**src/rtl/mem_pkg.sv**
```systemverilog
// Shared encodings, FSM state type and store-formatting helpers for the memory-stage LSU.
package mem_pkg;

    localparam int unsigned DW = 32;

    // Load size/sign selects
    localparam logic [2:0] L_LB  = 3'b000;
    localparam logic [2:0] L_LH  = 3'b001;
    localparam logic [2:0] L_LW  = 3'b010;
    localparam logic [2:0] L_LBU = 3'b100;
    localparam logic [2:0] L_LHU = 3'b101;

    // Store size selects
    localparam logic [1:0] S_SB = 2'b00;
    localparam logic [1:0] S_SH = 2'b01;
    localparam logic [1:0] S_SW = 2'b10;

    typedef enum logic [2:0] {
        ST_IDLE  = 3'd0,
        ST_REQ   = 3'd1,
        ST_WAIT  = 3'd2,
        ST_DONE  = 3'd3,
        ST_DRAIN = 3'd4
    } lsu_state_e;

    // Byte enables for a store of the given size at the given byte offset
    function automatic logic [3:0] store_be(input logic [1:0] s_sel, input logic [1:0] addr_lo);
        logic [3:0] be;
        case (s_sel)
            S_SB:    be = 4'b0001 << addr_lo;
            S_SH:    be = 4'b0011 << {addr_lo[1], 1'b0};
            default: be = 4'b1111;
        endcase
        return be;
    endfunction

    // Replicate the store datum across every lane it could occupy
    function automatic logic [DW-1:0] store_lanes(input logic [1:0] s_sel, input logic [DW-1:0] wdata);
        logic [DW-1:0] lanes;
        case (s_sel)
            S_SB:    lanes = {4{wdata[7:0]}};
            S_SH:    lanes = {2{wdata[15:0]}};
            default: lanes = wdata;
        endcase
        return lanes;
    endfunction

endpackage

```
**src/rtl/mem_lsu_if.sv**
```systemverilog
// Data-memory request/grant/rvalid bus between the LSU (master) and memory (slave).
interface mem_lsu_if #(
    parameter int unsigned AW = 32
);
    logic          req;
    logic          we;
    logic [AW-1:0] addr;
    logic [3:0]    be;
    logic [31:0]   wdata;
    logic          gnt;
    logic          rvalid;
    logic [31:0]   rdata;

    modport master (
        output req, we, addr, be, wdata,
        input  gnt, rvalid, rdata
    );

    modport slave (
        input  req, we, addr, be, wdata,
        output gnt, rvalid, rdata
    );
endinterface

```
**src/rtl/mem_lsu_ld_format.sv**
```systemverilog
// Extracts the addressed byte/half from a read word and sign- or zero-extends it.
module ld_format
    import mem_pkg::*;
(
    input  logic [31:0] rdata_i,
    input  logic [1:0]  addr_lo_i,
    input  logic [2:0]  l_sel_i,
    output logic [31:0] data_o
);

    logic [7:0]  byte_sel;
    logic [15:0] half_sel;

    // Little-endian lane select
    always_comb begin
        case (addr_lo_i)
            2'd0:    byte_sel = rdata_i[7:0];
            2'd1:    byte_sel = rdata_i[15:8];
            2'd2:    byte_sel = rdata_i[23:16];
            default: byte_sel = rdata_i[31:24];
        endcase
        half_sel = addr_lo_i[1] ? rdata_i[31:16] : rdata_i[15:0];
    end

    // Extension by load type; undefined selects pass the word through
    always_comb begin
        case (l_sel_i)
            L_LB:    data_o = {{24{byte_sel[7]}}, byte_sel};
            L_LBU:   data_o = {24'd0, byte_sel};
            L_LH:    data_o = {{16{half_sel[15]}}, half_sel};
            L_LHU:   data_o = {16'd0, half_sel};
            default: data_o = rdata_i;
        endcase
    end

endmodule

```
**src/rtl/mem_lsu.sv**
```systemverilog
// Memory-stage load/store unit: data-memory handshake, store/load formatting and pipeline stall.
module mem_lsu
    import mem_pkg::*;
#(
    parameter int unsigned AW      = 32,
    parameter int unsigned TIMEOUT = 16
) (
    input  logic          clk,
    input  logic          rst,
    input  logic          flush_i,
    input  logic [AW-1:0] addr_i,
    input  logic [31:0]   wdata_i,
    input  logic          mem_rd_i,
    input  logic          mem_wr_i,
    input  logic [2:0]    l_sel_i,
    input  logic [1:0]    s_sel_i,
    output logic          stall_o,
    output logic [31:0]   ld_data_o,
    output logic          ld_valid_o,
    output logic          misalign_o,
    output logic          bus_err_o,
    mem_lsu_if.master     dmem
);

    localparam int unsigned CW = $clog2(TIMEOUT);
    localparam logic [CW-1:0] CNT_MAX = CW'(TIMEOUT - 1);

    lsu_state_e    state_q, state_d;
    logic [CW-1:0] cnt_q, cnt_d;
    logic [31:0]   ld_data_q, ld_data_d;
    logic          ld_valid_q, ld_valid_d;

    logic          access, is_ld, is_st;
    logic          illegal, misaligned, reject;
    logic          timeout;
    logic          stall_c, req_c, misalign_c, bus_err_c;
    logic [31:0]   fmt_data;

    assign access  = mem_rd_i | mem_wr_i;
    assign is_ld   = mem_rd_i & ~mem_wr_i;
    assign is_st   = mem_wr_i & ~mem_rd_i;
    assign timeout = (cnt_q == CNT_MAX);
    assign reject  = illegal | misaligned;

    // Legality and alignment decode of the access currently in MEM
    always_comb begin
        illegal    = mem_rd_i & mem_wr_i;
        misaligned = 1'b0;
        if (is_ld) begin
            case (l_sel_i)
                L_LB, L_LBU: misaligned = 1'b0;
                L_LH, L_LHU: misaligned = addr_i[0];
                L_LW:        misaligned = |addr_i[1:0];
                default:     illegal    = 1'b1;
            endcase
        end
        if (is_st) begin
            case (s_sel_i)
                S_SB:    misaligned = 1'b0;
                S_SH:    misaligned = addr_i[0];
                S_SW:    misaligned = |addr_i[1:0];
                default: illegal    = 1'b1;
            endcase
        end
    end

    ld_format u_ld_format (
        .rdata_i   (dmem.rdata),
        .addr_lo_i (addr_i[1:0]),
        .l_sel_i   (l_sel_i),
        .data_o    (fmt_data)
    );

    // State, timeout counter and registered load result
    always_ff @(posedge clk) begin
        if (rst) begin
            state_q    <= ST_IDLE;
            cnt_q      <= '0;
            ld_data_q  <= '0;
            ld_valid_q <= 1'b0;
        end else begin
            state_q    <= state_d;
            cnt_q      <= cnt_d;
            ld_data_q  <= ld_data_d;
            ld_valid_q <= ld_valid_d;
        end
    end

    // Next state and handshake/stall outputs; the request is dropped on timeout so gnt never feeds back
    always_comb begin
        state_d    = state_q;
        ld_data_d  = ld_data_q;
        ld_valid_d = 1'b0;
        stall_c    = 1'b0;
        req_c      = 1'b0;
        misalign_c = 1'b0;
        bus_err_c  = 1'b0;

        case (state_q)
            ST_IDLE: begin
                if (access && !flush_i) begin
                    if (reject) begin
                        misalign_c = 1'b1;
                    end else begin
                        req_c = 1'b1;
                        if (!dmem.gnt) begin
                            state_d = ST_REQ;
                            stall_c = 1'b1;
                        end else if (is_ld) begin
                            state_d = ST_WAIT;
                            stall_c = 1'b1;
                        end
                    end
                end
            end
            ST_REQ: begin
                if (flush_i) begin
                    state_d = ST_IDLE;
                end else if (timeout) begin
                    bus_err_c = 1'b1;
                    state_d   = ST_IDLE;
                end else begin
                    req_c   = 1'b1;
                    stall_c = 1'b1;
                    if (dmem.gnt) begin
                        state_d = is_ld ? ST_WAIT : ST_DONE;
                    end
                end
            end
            ST_WAIT: begin
                if (dmem.rvalid) begin
                    if (flush_i) begin
                        state_d = ST_IDLE;
                    end else begin
                        stall_c    = 1'b1;
                        ld_data_d  = fmt_data;
                        ld_valid_d = 1'b1;
                        state_d    = ST_DONE;
                    end
                end else if (flush_i) begin
                    stall_c = 1'b1;
                    state_d = ST_DRAIN;
                end else if (timeout) begin
                    bus_err_c = 1'b1;
                    state_d   = ST_IDLE;
                end else begin
                    stall_c = 1'b1;
                end
            end
            ST_DRAIN: begin
                if (dmem.rvalid) begin
                    state_d = ST_IDLE;
                end else if (timeout) begin
                    bus_err_c = 1'b1;
                    state_d   = ST_IDLE;
                end else begin
                    stall_c = 1'b1;
                end
            end
            ST_DONE: begin
                state_d = ST_IDLE;
            end
            default: begin
                state_d = ST_IDLE;
            end
        endcase

        if (state_d != state_q) begin
            cnt_d = '0;
        end else if (state_q == ST_REQ || state_q == ST_WAIT || state_q == ST_DRAIN) begin
            cnt_d = cnt_q + CW'(1);
        end else begin
            cnt_d = '0;
        end
    end

    // Outputs; combinational strobes are held low while reset is asserted
    assign stall_o    = stall_c & ~rst;
    assign misalign_o = misalign_c & ~rst;
    assign bus_err_o  = bus_err_c & ~rst;
    assign ld_data_o  = ld_data_q;
    assign ld_valid_o = ld_valid_q;

    assign dmem.req   = req_c & ~rst;
    assign dmem.we    = mem_wr_i;
    assign dmem.addr  = {addr_i[AW-1:2], 2'b00};
    assign dmem.be    = is_st ? store_be(s_sel_i, addr_i[1:0]) : 4'b1111;
    assign dmem.wdata = store_lanes(s_sel_i, wdata_i);

endmodule

```
**src/flat_wrapper.sv**
```systemverilog
// flat-port wrapper written by rule: the top's interface ports become plain ports
module mem_lsu_flat import mem_pkg::*;
#(
    parameter int unsigned AW      = 32,
    parameter int unsigned TIMEOUT = 16
)
  (clk, rst, flush_i, addr_i, wdata_i, mem_rd_i, mem_wr_i, l_sel_i, s_sel_i, stall_o, ld_data_o, ld_valid_o, misalign_o, bus_err_o, dmem_req, dmem_we, dmem_addr, dmem_be, dmem_wdata, dmem_gnt, dmem_rvalid, dmem_rdata);
  mem_lsu_if #(.AW(AW)) dmem_i ();
  input  logic clk;
  input  logic rst;
  input  logic flush_i;
  input  logic [AW-1:0] addr_i;
  input  logic [31:0] wdata_i;
  input  logic mem_rd_i;
  input  logic mem_wr_i;
  input  logic [2:0] l_sel_i;
  input  logic [1:0] s_sel_i;
  output logic stall_o;
  output logic [31:0] ld_data_o;
  output logic ld_valid_o;
  output logic misalign_o;
  output logic bus_err_o;
  output wire logic [$bits(dmem_i.req)-1:0] dmem_req;
  output wire logic [$bits(dmem_i.we)-1:0] dmem_we;
  output wire logic [$bits(dmem_i.addr)-1:0] dmem_addr;
  output wire logic [$bits(dmem_i.be)-1:0] dmem_be;
  output wire logic [$bits(dmem_i.wdata)-1:0] dmem_wdata;
  input wire logic [$bits(dmem_i.gnt)-1:0] dmem_gnt;
  input wire logic [$bits(dmem_i.rvalid)-1:0] dmem_rvalid;
  input wire logic [$bits(dmem_i.rdata)-1:0] dmem_rdata;
  assign dmem_req = dmem_i.req;
  assign dmem_we = dmem_i.we;
  assign dmem_addr = dmem_i.addr;
  assign dmem_be = dmem_i.be;
  assign dmem_wdata = dmem_i.wdata;
  assign dmem_i.gnt = dmem_gnt;
  assign dmem_i.rvalid = dmem_rvalid;
  assign dmem_i.rdata = dmem_rdata;
  mem_lsu #(.AW(AW), .TIMEOUT(TIMEOUT)) u_core (.clk(clk), .rst(rst), .flush_i(flush_i), .addr_i(addr_i), .wdata_i(wdata_i), .mem_rd_i(mem_rd_i), .mem_wr_i(mem_wr_i), .l_sel_i(l_sel_i), .s_sel_i(s_sel_i), .stall_o(stall_o), .ld_data_o(ld_data_o), .ld_valid_o(ld_valid_o), .misalign_o(misalign_o), .bus_err_o(bus_err_o), .dmem(dmem_i));
endmodule
```
**config.mk**
```make
export PLATFORM = sky130hd
export DESIGN_NAME = mem_lsu_flat
export DESIGN_NICKNAME = d
export VERILOG_FILES = /design/src/rtl/mem_pkg.sv /design/src/rtl/mem_lsu_if.sv /design/src/rtl/mem_lsu_ld_format.sv /design/src/rtl/mem_lsu.sv /design/src/flat_wrapper.sv
export SDC_FILE = /design/constraint.sdc
export NUM_CORES = 1
export LEC_CHECK = 0
export ABC_AREA = 1
export CAP_MARGIN = 10
export CORE_UTILIZATION = 41
export DETAILED_ROUTE_END_ITERATION = 10
export PLACE_DENSITY = 0.88
export SETUP_SLACK_MARGIN = 0.05
export SYNTH_ARGS = -nofsm -noshare
export SYNTH_HDL_FRONTEND = slang
export SYNTH_HIERARCHICAL = 1
export SYNTH_SLANG_ARGS = --single-unit
```
**constraint.sdc**
```tcl
create_clock -name clk -period 3.6 [get_ports clk]
set_clock_uncertainty 0.05 [all_clocks]
set_input_delay 0.9 -clock clk [delete_from_list [all_inputs] [get_ports clk]]
set_output_delay 0.9 -clock clk [all_outputs]
set_load 0.05 [all_outputs]
```
==> summary.md, run 1 <==
| Metric | Value |
|---|---|
| Routed length on met1 | 4800 um |
| Detail Route Antenna Nets | 0 |
| Max Slew Vio Count | 0 |
| Core ar. | 8260 sq um |
| Critical Path End Type | output port |
| DRT Pass-1 Iters | 5 |
| Tot GR Track Use | 26.0% |
| Critical Path RT | 2650 ps |
| Row Count | 33 |
| RD Place Congestion | 0.923 |
| DRC viols | 0 |
| Final Worst Setup Slack | 183 ps |
| Post-synth ARST share | 0% |
| Sequential fraction of the synthesis area | 22.9% |
| Area of the multi-input gates | 2140 sq um |
| Number of global-route vias before repair | 3626 |
| Register area | 801 sq um |
| Skew-Pair Late Insertion Delay | 290 ps |
| Post-synth cell types | 41 |
| Clock buffer depth | 2 |
| Crit path from | l_sel_i[1] |
| WP data arrival | 2470 ps |
| Max_cap viols | 0 |
| Worst-path clk slew | 80 ps |
| CTS sink count | 40 |
| Vias | 3938 |
| Critical path class | in -> out |
| Io pins | 214 |
| Post-CTS Setup Bufs | 0 |
| Synth-to-layout area growth | 45.3% |
| Met2 wire length | 5640 um |
| FF-to-FF Start | u_core/state_q[1] |
| Post-synth EDFFs | 0 |
| Final Instance Area | 5080 sq um |
| Synth Instances | 537 |
| Commonest cells after routing, fill and taps aside | nand2_1, clkdlybuf4s50_1, nand3_1 |
| Ys Warns | 6 |
| Yosys reg bits | 40 |
| Maximum clock rate | 293 MHz |
| CTS Buf Count | 5 |
| DRT iter0 DRCs | 399 |
| WHS | 418 ps |
| DR WL met3 | 1010 um |
| Top FF cell, synth | dfxtp_1 |
| Die W | 94.4 um |
| Largest net degree at the start of global routing | 37 |
| Total Power | 1.43 mW |
| Mapped cell area | 3500 sq um |
| Mean Syn Cell Area | 6.52 sq um |
| Die H | 94.4 um |
| Tcrit/Tclk final | 94.9% |
| Root Buffer | clkbuf_8 |
| Layout cell share with drive strength beyond 1 | 21.6% |
| Starting Density | 42.4% |
| Commonest non-fill, non-tap cell in the layout | nand2_1 |
| GRT Residual Overflow | 0 |
| Place WS | 41.8 ps |
| CTS tree | yes |
| Worst min-delay path class | reg -> reg |
| Critical path launch point type | input pin |
| Filler Cell Count | 733 |
| WL/cell | 15.6 um |
| Pwr Density | 282 nW/um^2 |
| Htree depth | 2 |
| IO buf count | 151 |
| Post-Route WL | 11600 um |
| Die footprint | 8910 sq um |
| Total Nets Final | 748 |
| Placed cell area | 4930 sq um |
| Setup TNS | 0 ps |
| Finish-stage setup viols | 0 |
| Final HPWL DP | 8990 um |
| Hold path start | u_core/ld_data_o[23] |
| Initial antenna violation count | 0 |
| Crit-path max FO | 4 |
| Tmin final | 3420 ps |
| Vias per cell | 5.29 |
| Slew Limit Headroom | 58.1% |
| LEAKAGE | 2.16 nW |
| Uppermost routed layer | met4 |
| Fin. Hold Viols | 0 |
| Worst Tran Pin Value | 626 ps |
| RSZ-0062 raised after global routing | no |
| # diodes | 0 |
| Max IR drop VDD | 0.000209 V |
| Status | finished clean |
| First-pass GRT wire length | 18200 um |
| CTS Hold Bufs | 0 |
critical path, stage by stage:
cell and delay [ps]:
clkdlybuf4s50_1 480, inv_1 80, nand2_1 50, nand3_1 90, nand2_1 70, nand2_2 100, nand2_1 90, nor2_2 110
nand2_1 100, a31oi_4 220, buf_12 160
registers in the layout (all words and copies together) (netlist names):
| signal | cells |
|---|---|
| u_core/cnt_q | 4 |
| u_core/ld_data_o | 32 |
| u_core/ld_valid_o | 1 |
| u_core/state_q | 3 |
metrics by stage:
step                instances  utilization (%)
detailed placement        737             59.7
CTS                       745             61.3
global placement          737             59.7
floorplan                 538                -
global route              745             61.6
finish                    745             61.6
cells in the mapped netlist, types with 2 or more instances:
library cell | count | area share (%)
a21oi_1 | 15 | 2.1
a21oi_2 | 20 | 5.0
buf_2 | 4 | 0.57
buf_4 | 42 | 9.0
buf_6 | 7 | 2.3
buf_8 | 2 | 0.86
clkbuf_1 | 9 | 0.97
dfxtp_1 | 40 | 23
inv_1 | 21 | 2.3
inv_2 | 4 | 0.43
mux2_2 | 8 | 2.6
nand2_1 | 173 | 19
nand2_2 | 26 | 4.6
nand3_1 | 55 | 7.9
nand3_2 | 7 | 2.0
nor2_1 | 38 | 4.1
nor2_2 | 4 | 0.71
nor2_4 | 3 | 0.97
nor3_1 | 2 | 0.29
nor3_2 | 5 | 1.4
o211ai_1 | 4 | 0.86
o21ai_0 | 27 | 3.9
o21ai_1 | 2 | 0.29
or2_1 | 2 | 0.36
what timing repair did:
item	4_1_cts	5_1_grt
gates cloned	0	0
gates resized for setup	1	8
setup endpoints to repair	1	1
pin swaps	0	1
where the power goes:
| group | total (mW) | internal (mW) | leakage, nW | switching (mW) |
|---|---|---|---|---|
| clock | 0.395 | 0.227 | 0.0614 | 0.168 |
| sequential | 0.455 | 0.449 | 0.323 | 0.00581 |
| combinational | 0.584 | 0.241 | 1.78 | 0.343 |
metal layers:
layer	global-route usage, %	vias to the layer above
li1	-	1906
met1	34.8	1796
met2	41.9	216
met3	5.15	20
met4	7.69	0
met5	0	-
cell families (layout without fill, tap and decap cells):
family,Yosys count,in the layout,synth area share [%]
AND/OR/NAND/NOR,320,320,42.7
buffers and inverters,91,193,16.8
AO/OA/AOI/OAI,74,74,14.2
flip-flops,40,40,22.9
multiplexers,8,8,2.57
XOR/XNOR,2,2,0.501
adder cells (fa/ha/maj),1,1,0.357
other,1,2,0.107
layout make-up:
cell class	count	share of cell area, %
flip-flops and latches	40	15.7
well taps	105	2.58
repair buffers	159	35.1
clock inverters	2	0.763
multi-input cells	407	42.1
clock buffers	6	1.62
inverters	26	2.07
path summary, 6_finish.rpt:
| check | to | slack [ps] | cells past startpoint |
|---|---|---|---|
| worst max-delay path | stall_o | 180 | 11 |
| worst min-delay path | u_core/ld_data_o[23] | 420 | 2 |
| worst max register to register | u_core/cnt_q[2] | 1760 | 9 |
| worst min register to register | u_core/ld_data_o[23] | 420 | 2 |
Note: power is estimated with default switching activity, not from simulation.
==> inputs of run 2 (changes only) <==
CTS_CLUSTER_DIAMETER = 40   (was default)
==> results of run 2 <==
Final layout, timing and power as in run 1 (identical DEF).
